File: src/rtl/midi_pkg.sv
// Shared message type and helpers for the button-to-MIDI note path.
package midi_pkg;

   typedef struct packed {
      logic [7:0] status;
      logic [7:0] data1;
      logic [7:0] data2;
   } midi_msg_t;

   localparam logic [3:0] MIDI_NOTE_ON  = 4'h9;
   localparam logic [3:0] MIDI_NOTE_OFF = 4'h8;

   function automatic midi_msg_t make_note_msg(input logic       note_on,
                                               input logic [3:0] chan,
                                               input logic [7:0] note,
                                               input logic [7:0] vel);
      midi_msg_t m;
      m.status = {(note_on ? MIDI_NOTE_ON : MIDI_NOTE_OFF), chan};
      m.data1  = {1'b0, note[6:0]};
      m.data2  = note_on ? {1'b0, vel[6:0]} : 8'h00;
      return m;
   endfunction

endpackage

File: src/rtl/midi_note_gen_debounce.sv
// Per-button 2-flop synchronizer and stability counter producing a debounced level
// plus single-cycle rise/fall strobes that coincide with the debounced update edge.
module btn_debounce #(
   parameter int unsigned DEBOUNCE_CNT = 1_000_000
) (
   input  logic clk,
   input  logic rst,
   input  logic btn,
   output logic level,
   output logic rise,
   output logic fall
);

   localparam int unsigned CNT_W = (DEBOUNCE_CNT > 1) ? $clog2(DEBOUNCE_CNT) : 1;
   localparam logic [CNT_W-1:0] CNT_LAST = CNT_W'(DEBOUNCE_CNT - 1);

   logic             sync1;
   logic             sync2;
   logic             state;
   logic [CNT_W-1:0] cnt;
   logic             settle;

   // With a 1-bit level, any change of the synced value while it differs from the
   // debounced state makes it equal again, so the equality test also covers bounce.
   assign settle = (sync2 != state) && (cnt == CNT_LAST);

   always_ff @(posedge clk or negedge rst) begin
      if (!rst) begin
         sync1 <= 1'b0;
         sync2 <= 1'b0;
         state <= 1'b0;
         cnt   <= '0;
      end else begin
         sync1 <= btn;
         sync2 <= sync1;
         if (sync2 == state) begin
            cnt <= '0;
         end else if (settle) begin
            state <= sync2;
            cnt   <= '0;
         end else begin
            cnt <= cnt + CNT_W'(1);
         end
      end
   end

   assign level = state;
   assign rise  = settle &  sync2;
   assign fall  = settle & ~sync2;

endmodule

File: src/rtl/midi_note_gen.sv
// Debounced buttons -> pending Note-On/Off flags -> fixed-priority arbiter -> message FIFO
// offered to the MIDI serializer on a valid/ready interface.
module midi_note_gen
   import midi_pkg::*;
#(
   parameter int unsigned N_BTN        = 4,
   parameter int unsigned DEBOUNCE_CNT = 1_000_000,
   parameter int unsigned CHANNEL      = 0,
   parameter int unsigned BASE_NOTE    = 60,
   parameter int unsigned VELOCITY     = 100,
   parameter int unsigned FIFO_DEPTH   = 4
) (
   input  logic             clk,
   input  logic             rst,
   input  logic [N_BTN-1:0] btn,
   output logic             msg_valid,
   input  logic             msg_ready,
   output logic [7:0]       msg_status,
   output logic [7:0]       msg_data1,
   output logic [7:0]       msg_data2,
   output logic             busy
);

   localparam int unsigned PW   = $clog2(FIFO_DEPTH);
   localparam int unsigned CW   = PW + 1;
   localparam int unsigned IDXW = (N_BTN > 1) ? $clog2(N_BTN) : 1;

   if (N_BTN < 1 || N_BTN > 8 || DEBOUNCE_CNT < 1 || CHANNEL > 15 ||
       BASE_NOTE + N_BTN - 1 > 127 || VELOCITY < 1 || VELOCITY > 127 ||
       FIFO_DEPTH < 2 || (FIFO_DEPTH & (FIFO_DEPTH - 1)) != 0) begin : g_param_err
      $error("midi_note_gen: parameter out of range");
   end

   logic [N_BTN-1:0] db_level;
   logic [N_BTN-1:0] db_rise;
   logic [N_BTN-1:0] db_fall;

   for (genvar i = 0; i < N_BTN; i++) begin : g_btn
      btn_debounce #(.DEBOUNCE_CNT(DEBOUNCE_CNT)) u_db (
         .clk   (clk),
         .rst   (rst),
         .btn   (btn[i]),
         .level (db_level[i]),
         .rise  (db_rise[i]),
         .fall  (db_fall[i])
      );
   end

   logic [N_BTN-1:0] pend_on;
   logic [N_BTN-1:0] pend_off;
   logic [N_BTN-1:0] pend_on_nxt;
   logic [N_BTN-1:0] pend_off_nxt;
   logic [N_BTN-1:0] grant;
   logic [N_BTN-1:0] served;
   logic [N_BTN-1:0] on_evt;
   logic [N_BTN-1:0] off_evt;
   logic [IDXW-1:0]  sel_idx;
   logic             sel_found;
   logic             sel_on;

   midi_msg_t        mem [FIFO_DEPTH];
   logic [PW-1:0]    head;
   logic [PW-1:0]    tail;
   logic [CW-1:0]    count;
   logic             full;
   logic             push;
   logic             pop;
   midi_msg_t        push_msg;
   midi_msg_t        head_msg;

   // The debounced level is still the old value on the update edge.
   assign on_evt  = (db_rise | db_fall) & ~db_level;
   assign off_evt = (db_rise | db_fall) &  db_level;

   always_comb begin
      grant     = '0;
      sel_idx   = '0;
      sel_found = 1'b0;
      sel_on    = 1'b0;
      for (int unsigned i = 0; i < N_BTN; i++) begin
         if (!sel_found && (pend_on[i] || pend_off[i])) begin
            grant[i]  = 1'b1;
            sel_idx   = IDXW'(i);
            sel_found = 1'b1;
            sel_on    = pend_on[i];
         end
      end
   end

   assign full     = (count == CW'(FIFO_DEPTH));
   assign push     = sel_found && !full;
   assign served   = push ? grant : '0;
   assign push_msg = make_note_msg(sel_on, 4'(CHANNEL),
                                   8'(BASE_NOTE) + 8'(sel_idx), 8'(VELOCITY));

   // A flag being pushed this cycle is retired first, so a new event on the same
   // button sets its own flag rather than cancelling one already queued.
   always_comb begin
      pend_on_nxt  = pend_on  & ~served;
      pend_off_nxt = pend_off & ~served;
      for (int unsigned i = 0; i < N_BTN; i++) begin
         if (on_evt[i]) begin
            if (pend_off_nxt[i]) pend_off_nxt[i] = 1'b0;
            else                 pend_on_nxt[i]  = 1'b1;
         end else if (off_evt[i]) begin
            if (pend_on_nxt[i])  pend_on_nxt[i]  = 1'b0;
            else                 pend_off_nxt[i] = 1'b1;
         end
      end
   end

   always_ff @(posedge clk or negedge rst) begin
      if (!rst) begin
         pend_on  <= '0;
         pend_off <= '0;
      end else begin
         pend_on  <= pend_on_nxt;
         pend_off <= pend_off_nxt;
      end
   end

   assign pop = msg_valid && msg_ready;

   always_ff @(posedge clk or negedge rst) begin
      if (!rst) begin
         mem   <= '{default: '0};
         head  <= '0;
         tail  <= '0;
         count <= '0;
      end else begin
         if (push) begin
            mem[tail] <= push_msg;
            tail      <= tail + PW'(1);
         end
         if (pop) head <= head + PW'(1);
         if (push && !pop)      count <= count + CW'(1);
         else if (!push && pop) count <= count - CW'(1);
      end
   end

   assign head_msg   = mem[head];
   assign msg_valid  = (count != '0);
   assign msg_status = head_msg.status;
   assign msg_data1  = head_msg.data1;
   assign msg_data2  = head_msg.data2;
   assign busy       = msg_valid || (|pend_on) || (|pend_off);

endmodule
File: config.mk
export PLATFORM = sky130hd
export DESIGN_NAME = midi_note_gen
export DESIGN_NICKNAME = d
export VERILOG_FILES = /design/src/rtl/midi_pkg.sv /design/src/rtl/midi_note_gen_debounce.sv /design/src/rtl/midi_note_gen.sv
export SDC_FILE = /design/constraint.sdc
export NUM_CORES = 1
export LEC_CHECK = 0
export CORE_MARGIN = 2
export CORE_UTILIZATION = 60
export DETAILED_ROUTE_END_ITERATION = 8
export GPL_TIMING_DRIVEN = 0
export PLACE_DENSITY = 0.87
export SLEW_MARGIN = 20
export SYNTH_ARGS = -nofsm -noshare
export SYNTH_HDL_FRONTEND = slang
export SYNTH_SLANG_ARGS = --single-unit
export TNS_END_PERCENT = 5
File: constraint.sdc
create_clock -name clk -period 2.83 [get_ports clk]
set_clock_uncertainty 0.1 [all_clocks]
set_input_delay 0.566 -clock clk [delete_from_list [all_inputs] [get_ports clk]]
set_output_delay 0.566 -clock clk [all_outputs]
set_load 0.01 [all_outputs]
# Yosys cells after proc, flatten, opt, wreduce, memory -nomap -nowiden
# Index checks and enable logic that the tools add are counted.
op_classes:
  add_sub_neg: 9
  n_lt_le_gt_ge: 3
  n_eq_ne: 13
  n_mux: 57
  bitwise: 25
  n_reduce_logical: 32
ops:
  columns: ["operator", "n"]
  rows:
  - ["20-bit 2-to-1 mux", 8]
  - ["96-bit bitwise mux", 1]
  - ["20-bit by 1-bit adder with 20-bit output, second input constant", 4]
  - ["20-bit == test, second input constant", 4]
  - ["24-bit 2-to-1 mux", 3]
  - ["24-bit binary-select mux with 2-bit select", 1]
  - ["24-bit demux with 2-bit select", 1]
  - ["1-bit 2-to-1 mux", 37]
  - ["4-bit bitwise AND", 4]
  - ["1-bit logical AND", 12]
  - ["1-bit bitwise AND", 8]
  - ["1-bit NOT", 8]
  - ["4-bit NOT", 2]
  - ["2-bit AND reduction", 4]
  - ["4-bit OR reduction", 2]
  - ["6-bit by 2-bit adder with 7-bit output, first input constant", 1]
  - ["7-bit 2-to-1 mux", 1]
  - ["3-bit >= comparator, second input constant", 2]
  - ["1-bit zero test", 6]
  - ["1-bit logical OR", 6]
  - ["3-bit 2-to-1 mux", 2]
  - ["2-bit NOT with 3-bit output", 2]
  - ["2-bit by 1-bit adder with 2-bit output, second input constant", 2]
  - ["1-bit == test", 4]
  - ["other kinds (10)", 14]
word_totals:
  register_bits: 203
  out_inout_bits: 26
  word_cells: 172

# Depth between registers and ports, before layout
# Gate-level depths: netlist of the first run.
logic_depth:
  depth_word: 18
  mapped_depth: 10
  depth_no_buf: 9

# Hierarchy
# Synthesis of the first run repeated with hierarchy kept, for this count alone.
unflattened:
  cells_unflattened: 613
  area_unflattened_um2: 6179.7
by_module_without_submodules:
  columns: ["mod", "instances", "cells_each", "area_per_inst_um2", "seq_area_each_um2"]
  rows:
  - ["btn_debounce", 4, 114, 1117.3, 575.6]
  - ["midi_note_gen", 1, 157, 1710.4, 775.7]

# Worst setup path before layout of the first run
# OpenSTA, ideal clock, no wires.
synth_path:
  kind: "register to register"
  startpoint: "register pend_on[2]"
  endpoint: "register count[1]"
  t_arrival_ps: 2303
  slack_ps: 302
  path_stages_with_launch: 9
  n_path_buf: 1
  path_cell_list: "dfrtp_1 > or4_1 > clkbuf_1 > o21ai_1 > inv_1 > ha_1 > inv_1 > fa_1 > mux2_2"
synth_via:
  elab_chain_cells: 10
synth_lines:
  columns: ["item", "line_no", "rtl"]
  rows:
  - ["from (decl)", "midi_note_gen.sv:49", "logic [N_BTN-1:0] pend_on;"]
  - ["from (signal assigned)", "midi_note_gen.sv:117", "pend_on <= pend_on_nxt;"]
  - ["1-bit logical OR *", "midi_note_gen.sv:81", "if (!sel_found && (pend_on[i] || pend_off[i])) begin"]
  - ["1-bit logical AND *", "midi_note_gen.sv:81", null]
  - ["1-bit 2-to-1 mux *", "midi_note_gen.sv:81", null]
  - ["1-bit zero test", "midi_note_gen.sv:81", null]
  - ["1-bit logical AND", "midi_note_gen.sv:81", null]
  - ["1-bit 2-to-1 mux *", "midi_note_gen.sv:81", null]
  - ["1-bit logical AND *", "midi_note_gen.sv:91", "assign push = sel_found && !full;"]
  - ["via push", "midi_note_gen.sv:66", "logic push;"]
  - ["1-bit zero test", "midi_note_gen.sv:137", "else if (!push && pop) count <= count - CW'(1);"]
  - ["1-bit logical AND", "midi_note_gen.sv:137", null]
  - ["2-bit nonzero test (no line)", null, null]
  - ["to (signal assigned)", "midi_note_gen.sv:136", "if (push && !pop) count <= count + CW'(1);"]
  - ["to (signal assigned)", "midi_note_gen.sv:137", null]
  - ["to (decl)", "midi_note_gen.sv:64", "logic [CW-1:0] count;"]
# The timed path passes the listed nets; every way through them passes the cells marked *.
# A chain may end at the register's enable or synchronous reset.

# Final worst setup path of the first run
layout_path:
  startpoint: "register pend_on[0]"
  endpoint: "output port busy"
layout_via:
  elab_chain_cells: 3
layout_lines:
  columns: ["item", "line_no", "rtl"]
  rows:
  - ["4-bit OR reduction", "midi_note_gen.sv:146", "assign busy = msg_valid || (|pend_on) || (|pend_off);"]
  - ["1-bit logical OR (2 in series)", "midi_note_gen.sv:146", null]
  - ["to (decl)", "midi_note_gen.sv:21", "output logic busy"]
# No other way between the ends.

==> summary.txt, run 1 <==
Outcome
  – Status: finished clean

Placement
  – Port Buffer Count: 19
  – Final RePlAce weighted congestion: 0.8739
  – Cell Area, Placed: 6525 µm²
  – Post-DP HPWL: 7959 µm
  – Worst slack, placed: 0.08112 ns

GRT
  – Vias in the first global route: 4692
  – GRT Total Usage: 24.25%
  – Largest net degree at the start of global routing: 65
  – Initial antenna violation count: 0
  – Total grt overflow: 0
  – First-pass GRT wire length: 21600 µm

Setup path
  – Crit-path max cell delay: 0.56 ns
  – Peak fanout along the critical path: 10
  – Sequence of cells on the critical path: or4_4 -> buf_8 -> or3_1 -> buf_2
  – Element type at the critical path end: output pin
  – Crit start category: flop
  – Worst Path Arrival: 2.09 ns
  – Critical path type: reg -> out
  – WP data required: 2.16 ns
  – Slowest cell on the critical path: or4_4

Route
  – Number of remaining DRC errors: 0
  – Wire per inst: 15.12 µm
  – DRT iter0 DRCs: 285
  – Vias per cell: 5.711
  – Drt first pass iters: 5
  – Post-Route WL: 12200 µm
  – Antenna Nets Post-Route: 0
  – Via Count: 4609

Timing
  – Minimum clock period: 2.757 ns
  – Final Hold Vio Count: 0
  – Worst setup margin: 0.07349 ns
  – Slew Viols, Final: 0
  – Worst-Margin Slew: 0.9086 ns
  – Setup violators final: 0
  – RSZ-0062 raised after global routing: yes
  – Max-slew headroom: 38.87%
  – Highest Clock Rate: 362.8 MHz
  – Crit share post-route: 97.40%

Clock network
  – Clk sinks: 123
  – CTS HTree Levels: 4
  – Clock buffer depth: 2
  – Clk Latency, worst-skew pair: 0.52 ns
  – CTS tree: yes
  – CTS clk-pin slew, worst paths: 0.05 ns
  – Cts bufs inserted: 17
  – Clock root cell: clkbuf_8

Finish
  – Finished Cell Area: 7097 µm²
  – Fillers: 670
  – Layout area overhead: 16.44%
  – Share of cells above drive strength 1: 13.20%
  – Final #Nets: 680
  – Ant. Diodes: 0

Power
  – Switching share of total power: 20.61%
  – Gate power share: 3.1%
  – Leakage Power: 3.018 nW
  – Sequential power share: 46.9%
  – P_sw: 790.3 µW
  – Overall power: 3.835 mW
  – Worst vdd ir: 0.0004431 V
  – PwrDens: 540.4 nW/µm²
  – Clock power frac: 50.0%
  – P_int: 3.045 mW

Synth
  – Synth Cell Area: 6095 µm²
  – Seq/Total Area, Yosys: 50.50%
  – Cell count after synthesis: 607
  – Distinct cell type count after synthesis: 52
  – Synth warn: 0
  – Synth Register Bits: 123
  – Post-synth top flop: dfrtp_1
  – Post-synth EDFFs: 0
  – Area leader, netlist: dfrtp_1
  – Top cells by area, synth: dfrtp_1 51%, xnor2_1 6.8%, nor2_1 4.3%
  – Avg Inst Size Synth: 10.04 µm²
  – Synth top area share: 50.50%
  – FFs w/ async S/R, synth: 100.0%

Floorplan
  – Die width: 104.8 µm
  – Num rows: 36
  – Core Area: 9819 µm²
  – Die footprint: 10980 µm²
  – Initial Util: 62.07%
  – Die Span Y: 104.8 µm
  – # IOs: 33

Flow run
  – Max Cap Violations: 0

Worst hold path
  – Worst hold path class: reg -> reg
## cells in the mapped netlist (4+ instances only)
cell      instances
inv_1            27
nor4b_1           5
nor3_1           17
o21ai_0          30
dfrtp_1         123
buf_2             4
nand2_1          35
o211ai_1          6
mux4_2            4
or4_1            19
and3_1            8
buf_4            20
nor2_1           70
xor2_1           14
or3_1            21
nand4_1          12
nand2b_1          4
nor4_1           12
o31ai_1           7
mux2_2            9
a21oi_1          27
clkbuf_1         14
ha_1              9
xnor2_1          47
nand3_1          26
## registers in the layout, summed over array words and instances (netlist names)
signal and flops:
g_btn.u_db.cnt 80, mem 16, g_btn.u_db.level 4, g_btn.u_db.sync1 4, g_btn.u_db.sync2 4, pend_off 4
pend_on 4, count 3, head 2, tail 2
## worst paths after layout
| path | startpoint | endpoint | slack, ns | depth (start not counted) |
|---|---|---|---|---|
| setup / recovery | pend_on[0] | busy | 0.07 | 4 |
| hold / removal | g_btn[1].u_db.sync1 | g_btn[1].u_db.sync2 | 0.25 | 0 |
| setup reg to reg | pend_on[2] | count[1] | 0.16 | 7 |
| hold reg to reg | g_btn[1].u_db.sync1 | g_btn[1].u_db.sync2 | 0.25 | 0 |
| max in group asynchronous | rst | pend_on[1] | 1.41 | 3 |
| min in group asynchronous | rst | g_btn[3].u_db.cnt[16] | 0.51 | 2 |
## what timing repair did
action                                  in CTS  in global routing
hold buffers                                 1                  0
resized for setup                           14                  6
setup buffers                                5                  1
endpoints found under the setup margin      12                  6
hold endpoints to repair                    63                  0
pin swaps                                    0                  0
## worst max-delay path, delay by kind of cell, from the launching register on
| kind | cells | cell delay (ns) |
|---|---|---|
| and+or+nand+nor | 2 | 0.89 |
| buffers and inverters | 2 | 0.31 |
| DFF | 1 | 0.38 |
## per-stage QoR
stage	setup TNS, ns	utilization, %	std cells	hold WS, ns
after floorplan	0	-	619	0.1704
after global placement	-425.69	66.16	771	0.2355
after detailed placement	0	66.45	772	0.2402
after CTS	0	72.24	806	0.2525
after global routing	-0.009821	72.27	807	0.2614
final	0	72.27	807	0.2520
## cell usage in the layout (no fill, tap or decap), drive strengths merged, types with 3 or more instances in the layout
cell type      count
a21oi             28
a22oi              3
and3               8
buf               40
clkbuf            39
clkdlybuf4s50     10
conb              13
dfrtp            123
ha                 9
inv               27
mux2               9
mux4               4
nand2             35
nand2b             4
nand3             29
nand4             12
nor2              70
nor3              17
nor3b              3
nor4              12
nor4b              5
o211ai             6
o21ai             31
o31ai              7
or3               21
or4               20
xnor2             47
xor2              14
## routing by layer
layer  track usage, %  routed length [µm]  vias up
li1                 -                   -     2226
met1            31.24                5421     2259
met2            39.29                6137      108
met3            7.299                 503       16
met4            8.190                 142        0
met5                0                   0        -
## cell families after synthesis
group,count (synthesis),synth area share [%]
fa+ha+maj,10,2.176
other cells,1,0.06153
flops,123,50.50
simple gates,247,21.49
mux,13,3.141
xor+xnor,61,8.766
buf+inv,65,5.317
compound gates,87,8.540
## layout make-up
cell class / count / area [µm²] / share of cell area [%]
buffer: 36 / 226.5 / 3.191
sequential: 123 / 3080 / 43.41
multi-input combinational: 431 / 2745 / 38.68
inverter: 27 / 101.3 / 1.428
timing repair buffer: 27 / 256.5 / 3.614
tap: 133 / 166.4 / 2.345
clock buffer: 28 / 485.5 / 6.841
clock inverter: 2 / 35.03 / 0.4937
## power groups by stage
stage	registers, mW	clock network (mW)	logic [mW]
2_1_floorplan	1.82	0	0.0610
6_report	1.80	1.92	0.120
5_1_grt	1.80	2.04	0.138
3_5_place_dp	1.83	0	0.120
4_1_cts	1.80	1.94	0.122
3_3_place_gp	1.83	0	0.111
Power figures use the tool's default switching activity.
==> run 2, diff against run 1 <==
- CAP_MARGIN: not set -> 20
==> results of run 2 <==
Final layout, timing and power as in run 1 (identical DEF).
